===== src/rtl/stopwatch_pkg.sv =====
// Shared types and constants for the stopwatch control path and its timer helpers.
package stopwatch_pkg;

    typedef enum logic [1:0] {
        IDLE = 2'd0,
        RUN  = 2'd1,
        LAP  = 2'd2,
        STOP = 2'd3
    } sw_state_e;

    localparam int MIN_W   = 6;
    localparam int SEC_W   = 6;
    localparam int SUB_W   = 7;
    localparam int SUB_MAX = 99;
    localparam int SEC_MAX = 59;
    localparam int MIN_MAX = 59;

    typedef struct packed {
        logic [MIN_W-1:0] min;
        logic [SEC_W-1:0] sec;
        logic [SUB_W-1:0] sub;
    } sw_time_t;

    function automatic logic is_counting(sw_state_e s);
        return (s == RUN) || (s == LAP);
    endfunction

endpackage


===== src/rtl/sw_tick_gen.sv =====
// Prescaler producing a registered one-clock tick every TICK_DIV enabled clocks.
module sw_tick_gen #(
    parameter int TICK_DIV = 10
) (
    input  logic clk,
    input  logic reset,
    input  logic en,
    input  logic hold,
    input  logic clr,
    output logic tick
);

    localparam int CW = $clog2(TICK_DIV);
    localparam logic [CW-1:0] LAST = CW'(TICK_DIV - 1);

    logic [CW-1:0] pre_cnt;

    // Hold keeps the partial count so a pause does not lose the fraction of a tick.
    always_ff @(posedge clk) begin
        if (reset || clr) begin
            pre_cnt <= '0;
            tick    <= 1'b0;
        end else if (en && !hold) begin
            tick    <= (pre_cnt == LAST);
            pre_cnt <= (pre_cnt == LAST) ? '0 : pre_cnt + 1'b1;
        end else begin
            tick    <= 1'b0;
        end
    end

endmodule


===== src/rtl/stopwatch_ctrl.sv =====
// Button sequencer for the stopwatch: run/pause/clear/lap FSM, tick gating,
// lap snapshot and the display mux between counter and display.
module stopwatch_ctrl
    import stopwatch_pkg::*;
#(
    parameter int TICK_DIV = 10,
    parameter int LAP_W    = 4
) (
    input  logic             clk,
    input  logic             reset,
    input  logic             btn_ss,
    input  logic             btn_lr,
    input  logic [MIN_W-1:0] cur_min,
    input  logic [SEC_W-1:0] cur_sec,
    input  logic [SUB_W-1:0] cur_subsec,
    output logic             cnt_en,
    output logic             cnt_clr,
    output logic             running,
    output logic             frozen,
    output logic [MIN_W-1:0] disp_min,
    output logic [SEC_W-1:0] disp_sec,
    output logic [SUB_W-1:0] disp_subsec,
    output logic [LAP_W-1:0] lap_cnt
);

    sw_state_e state;
    sw_time_t  lap_t;
    logic      ss_q, lr_q;
    logic      ss_ev, lr_ev;

    // Start/stop wins a simultaneous press; the lap/reset press is dropped.
    assign ss_ev = btn_ss & ~ss_q;
    assign lr_ev = btn_lr & ~lr_q & ~ss_ev;

    always_ff @(posedge clk) begin
        if (reset) begin
            state   <= IDLE;
            ss_q    <= 1'b0;
            lr_q    <= 1'b0;
            lap_t   <= '0;
            lap_cnt <= '0;
        end else begin
            ss_q <= btn_ss;
            lr_q <= btn_lr;
            case (state)
                IDLE: begin
                    lap_t   <= '0;
                    lap_cnt <= '0;
                    if (ss_ev) state <= RUN;
                end
                RUN: begin
                    if (ss_ev) begin
                        state <= STOP;
                    end else if (lr_ev) begin
                        state <= LAP;
                        lap_t <= '{min: cur_min, sec: cur_sec, sub: cur_subsec};
                        if (lap_cnt != {LAP_W{1'b1}}) lap_cnt <= lap_cnt + 1'b1;
                    end
                end
                LAP: begin
                    if (ss_ev)      state <= STOP;
                    else if (lr_ev) state <= RUN;
                end
                STOP: begin
                    if (ss_ev) begin
                        state <= RUN;
                    end else if (lr_ev) begin
                        state   <= IDLE;
                        lap_t   <= '0;
                        lap_cnt <= '0;
                    end
                end
                default: state <= IDLE;
            endcase
        end
    end

    assign cnt_clr = (state == IDLE);
    assign running = is_counting(state);
    assign frozen  = (state == LAP);

    assign disp_min    = frozen ? lap_t.min : cur_min;
    assign disp_sec    = frozen ? lap_t.sec : cur_sec;
    assign disp_subsec = frozen ? lap_t.sub : cur_subsec;

    // Within RUN/LAP only start/stop leaves the counting states, so it alone kills a pending tick.
    sw_tick_gen #(.TICK_DIV(TICK_DIV)) u_tick (
        .clk   (clk),
        .reset (reset),
        .en    (is_counting(state) && !ss_ev),
        .hold  (state == STOP),
        .clr   (state == IDLE),
        .tick  (cnt_en)
    );

endmodule


===== config.mk =====
export PLATFORM = sky130hd
export DESIGN_NAME = stopwatch_ctrl
export DESIGN_NICKNAME = d
export VERILOG_FILES = /design/src/rtl/stopwatch_pkg.sv /design/src/rtl/sw_tick_gen.sv /design/src/rtl/stopwatch_ctrl.sv
export SDC_FILE = /design/constraint.sdc
export NUM_CORES = 1
export LEC_CHECK = 0
export ABC_AREA = 1
export ABC_CLOCK_PERIOD_IN_PS = 4300
export CORE_AREA = 2 2 64 66
export DETAILED_ROUTE_END_ITERATION = 16
export DIE_AREA = 0 0 66 68
export PLACE_DENSITY_LB_ADDON = 0.3
export SETUP_SLACK_MARGIN = 0.15
export SYNTH_ARGS = -nofsm -noshare
export SYNTH_HDL_FRONTEND = slang
export SYNTH_HIERARCHICAL = 1
export SYNTH_SLANG_ARGS = --single-unit

===== constraint.sdc =====
create_clock -name clk -period 4.3 [get_ports clk]
set_input_delay 0.43 -clock clk [delete_from_list [all_inputs] [get_ports clk]]
set_output_delay 0.43 -clock clk [all_outputs]
set_load 0.05 [all_outputs]

; ---- Word level (Yosys, flattened, before mapping)
; Index checks and enable logic that the tools add are counted.
[word_totals]
output_inout_bits = 27
word_cells = 67
register_bits = 32
inputBits = 23
[classes]
addsub = 2
n_eq_ne = 14
n_bitwise = 7
reduce_logical = 12
muxes = 23
[op_table]
columns = cell, n
row1 = two-way mux 19 bit, 4
row2 = case mux 19 bit (3 select lines), 1
row3 = two-way mux 4 bit, 6
row4 = two-way mux 2 bit, 7
row5 = two-way mux 6 bit, 2
row6 = "!= test 2 bit, second input constant", 6
row7 = case mux 4 bit (3 select lines), 1
row8 = "adder 4 x 1 -> 4 bit, second input constant", 2
row9 = case mux 2 bit (4 select lines), 1
row10 = two-way mux 7 bit, 1
row11 = "!= test 3 bit, second input constant", 2
row12 = AND reduction 6 bit, 1
row13 = AND reduction 5 bit, 1
row14 = "equality test 2 bit, second input constant", 2
row15 = "equality test 4 bit, second input constant", 1
row16 = "!= test 4 bit, second input constant", 1
row17 = inverter 1 bit, 4
row18 = AND reduction 4 bit, 1
row19 = AND 1 bit, 3
row20 = "!= test 3 x 1 -> 1 bit, second input constant", 1
row21 = nonzero test 3 bit, 1
row22 = "equality test 2 x 1 -> 1 bit, second input constant", 1
row23 = logical AND 1 bit, 2
row24 = zero test 1 bit, 2
row25 = other kinds (3), 4

; ---- Longest topological paths before layout
[depth]
depth_word = 7
depth_mapped = 10
depth_no_buf = 10

; ---- Hierarchy
; Netlist, hierarchy kept.
[by_module_without_submodules]
columns = mod, seq_area_each_um2, instances, cells_per_inst, area_per_inst_um2
row1 = stopwatch_ctrl, 540.5, 1, 276, 1690.4
row2 = sw_tick_gen, 100.1, 1, 36, 244.0

; ---- Worst setup path after synthesis
; No wires, ideal clock.
[synth_timing]
path_kind = flip-flop to output port
startpoint = register state[0]
endpoint = output disp_sec[1]
stages_incl_launch_ff = 7
n_path_buf = 2
t_required_ps = 3870
path_slack_ps = 1982
arrival_ps = 1888
cell_sequence = dfxtp_1 -> inv_1 -> ha_1 -> buf_2 -> buf_2 -> nand2_1 -> nand2_1
[synth_via]
elab_chain_cells = 2
[synth_lines]
columns = item, line_no
row1 = from (decl), stopwatch_ctrl.sv:26  ; sw_state_e state;
row2 = from (signal assigned), stopwatch_ctrl.sv:37  ; state <= IDLE;
row3 = from (signal assigned), stopwatch_ctrl.sv:49  ; if (ss_ev) state <= RUN;
row4 = from (signal assigned), stopwatch_ctrl.sv:53  ; state <= STOP;
row5 = equality test 2 bit, stopwatch_ctrl.sv:80  ; assign frozen = (state == LAP);
row6 = net frozen, stopwatch_ctrl.sv:19  ; output logic frozen,
row7 = two-way mux 6 bit, stopwatch_ctrl.sv:83  ; assign disp_sec = frozen ? lap_t.sec : cur_sec;
row8 = to (decl), stopwatch_ctrl.sv:21  ; output logic [SEC_W-1:0] disp_sec,
; The timed path passes the listed nets, and every way through them passes these cells.

; ---- Worst setup path in the final report
[layout_timing]
startpoint = register state[0]
endpoint = output disp_subsec[5]
[layout_via]
elab_chain_cells = 2
[layout_lines]
columns = item, line_no
row1 = equality test 2 bit, stopwatch_ctrl.sv:80
row2 = two-way mux 7 bit, stopwatch_ctrl.sv:84  ; assign disp_subsec = frozen ? lap_t.sub : cur_subsec;
row3 = to (decl), stopwatch_ctrl.sv:22  ; output logic [SUB_W-1:0] disp_subsec,
; Every way passes these cells.

==> results.txt <==
Status - finished clean
WL per Instance - 10.9 um
Syn Std Cell Area - 1930 um^2
Worst slew pin tran - 0.779 ns
Drt first pass iters - 4
Max-cap viol count - 0
Post-layout net count - 384
Crit-path cells - inv_1 > ha_1 > inv_1 > nand2_1 > nand2_1 > clkdlybuf4s50_1
Lkg Pwr - 1.22 nW
Pin count of the biggest net entering global routing - 44
Resized cells post-CTS - 0
Global route hottest layer - met2
Remaining Overflow, GRT - 0
Die Y - 68 um
Async S/R FF share, synth - 0
DR vias/cell - 4.89
H-tree level count - 2
Share of layout cells above drive strength 1 - 0.0565
Most frequent cell after synthesis - nand2_1
Initial DRC Count - 144
First-pass GRT wire length - 7180 um
Primary FF master, synth - dfxtp_1
PwrDens - 510 nW/um^2
Final setup vio count - 0
Antenna violations before repair - 0
Post-synth EDFFs - 0
Setup TNS - 0 ns
RSZ-0062 raised after global routing - no
Slowest CP cell - clkdlybuf4s50_1
Antenna Cells - 0
Clock Tree Buf Depth - 2
Worst slack, placed - 1.60 ns
Port bufs - 49
Die width - 66 um
Slew Viols, Final - 0
Fin Hold WS - 0.483 ns
CTS Hold Buffers Added - 0
ANT nets after route - 0
Met2 Usage GRT - 0.357
Syn Inst Count - 312
Clk root buf - clkbuf_8
Startpoint types - register
Tightest Hold Check Type - reg2reg
Core area - 3860 um^2
Final Wtd Congestion - 0.766
Min Clock Period, post-route - 2.99 ns
Max FO, Critical Path - 20
Total Routing Usage GR - 0.205
Clock Latency Late Sink - 0.29 ns
Via Count - 1977
Post-DP HPWL - 2870 um
Final wirelength - 4410 um
Io pins - 50
Normalized max-slew margin - 0.480
Final worst path period share - 0.696
Fmax achieved - 334 MHz
Yosys top cell area share - 0.331
Synth top cells by count - nand2_1, nor2_1, dfxtp_1, nand3_1
CP peak stage delay - 0.80 ns
CP Capture Type - output pin
Crit path DAT - 2.56 ns
Synth Area per Inst - 6.20 um^2
Synth warn - 6
Setup CP Type - reg2out
Cts bufs inserted - 5
FP Rows - 23
CTS clock-pin slew for the worst setup and hold paths - 0.06 ns
Yosys reg bits - 32
Yosys top cell by area - dfxtp_1
Synth-to-layout area growth - 30.0%
Worst-case vdd ir drop - 0.285 mV
Final Hold Vio Count - 0
CTS tree - built
GR Util met1 - 0.250
CTS sink cnt - 32
Post-route setup slack - 1.31 ns
Seq/Total Area, Yosys - 0.331
Skew final - 0.00380 ns
Syn_nets - 343
Met3 usage - 0.0510
Crit path required time - 3.87 ns
Post-CTS Setup Bufs - 0
Number of global-route vias before repair - 1715
Initial Utilization - 0.502
Ranking of synthesized cells by area - dfxtp_1, nand2_1, nor2_1
DRC - 0
Die ar. - 4490 um^2
Number of distinct library cells after synthesis - 22
stage by stage:
step | utilization | area (um^2) | total power [mW] | instances
global route | 0.652 | 2510 | 1.37 | 404
CTS | 0.652 | 2510 | 1.29 | 404
detailed placement | 0.619 | 2390 | 0.969 | 396
floorplan | - | 1930 | 0.847 | 312
finish | 0.652 | 2510 | 1.28 | 404
global placement | 0.619 | 2390 | 0.959 | 396
registers in the layout (all words and copies together), names as in the netlist:
| register | cells |
|---|---|
| u_tick/tick | 1 |
| u_tick/pre_cnt | 4 |
| ss_q | 1 |
| state | 2 |
| lr_q | 1 |
| lap_cnt | 4 |
| lap_t | 19 |
power by group:
part           switching [mW]  leakage [nW]  internal, mW
Combinational           0.370         0.896         0.202
Clock                   0.112        0.0645         0.204
Sequential             0.0395         0.262         0.354
Total                   0.521          1.22         0.761
cell families after synthesis:
| group | after synthesis | share of synthesized area |
|---|---|---|
| AO/OA/AOI/OAI | 26 | 0.0705 |
| XOR/XNOR | 1 | 0.00453 |
| adder cells (fa/ha/maj) | 8 | 0.0517 |
| buffers and inverters | 41 | 0.103 |
| flip-flops | 32 | 0.331 |
| AND/OR/NAND/NOR | 204 | 0.439 |
layout by cell type, fill, tap and decap left out, drive strengths merged:
| cell | n |
|---|---|
| nor2 | 41 |
| xor2 | 1 |
| ha | 8 |
| nand3b | 1 |
| buf | 1 |
| o21bai | 1 |
| clkdlybuf4s50 | 49 |
| o21ai | 2 |
| dfxtp | 32 |
| nand2 | 127 |
| a21oi | 23 |
| or2 | 1 |
| clkbuf | 7 |
| bufinv | 1 |
| nand3 | 31 |
| nand4 | 3 |
| inv | 25 |
final timing paths:
check / startpoint / to / slack [ns] / cells past startpoint
setup / recovery: state[0]$_SDFFE_PP0P_ / disp_subsec[5] / 1.31 / 6
hold / removal: lap_t[1]$_SDFFE_PP0P_ / lap_t[1]$_SDFFE_PP0P_ / 0.48 / 2
setup reg to reg: state[0]$_SDFFE_PP0P_ / lap_cnt[0]$_SDFFE_PP0P_ / 1.83 / 9
hold reg to reg: lap_t[1]$_SDFFE_PP0P_ / lap_t[1]$_SDFFE_PP0P_ / 0.48 / 2
worst max-delay path: cells and delay by family, from the launching register on:
kind	cells	cell delay (ns)
buffers and inverters	3	1.41
flip-flops	1	0.44
adder cells (fa/ha/maj)	1	0.23
AND/OR/NAND/NOR	2	0.20
metal layers:
| metal | wire length (um) | part of all wire | vias up |
|---|---|---|---|
| met1 | 1990 | 0.45 | 879 |
| met3 | 214 | 0.049 | 5 |
| met2 | 2160 | 0.49 | 41 |
| met4 | 45 | 0.010 | 0 |
| met5 | 0 | 0 | - |
| li1 | - | - | 1052 |
final cells by class:
class / instances / area, um^2
clock buffers: 7 / 96.3
clock inverters: 1 / 30.0
multi-input cells: 239 / 1090
fillers: 371 / 1340
flip-flops and latches: 32 / 641
inverters: 25 / 93.8
repair buffers: 50 / 498
well taps: 50 / 62.6
(Power assumes the default switching activity.)
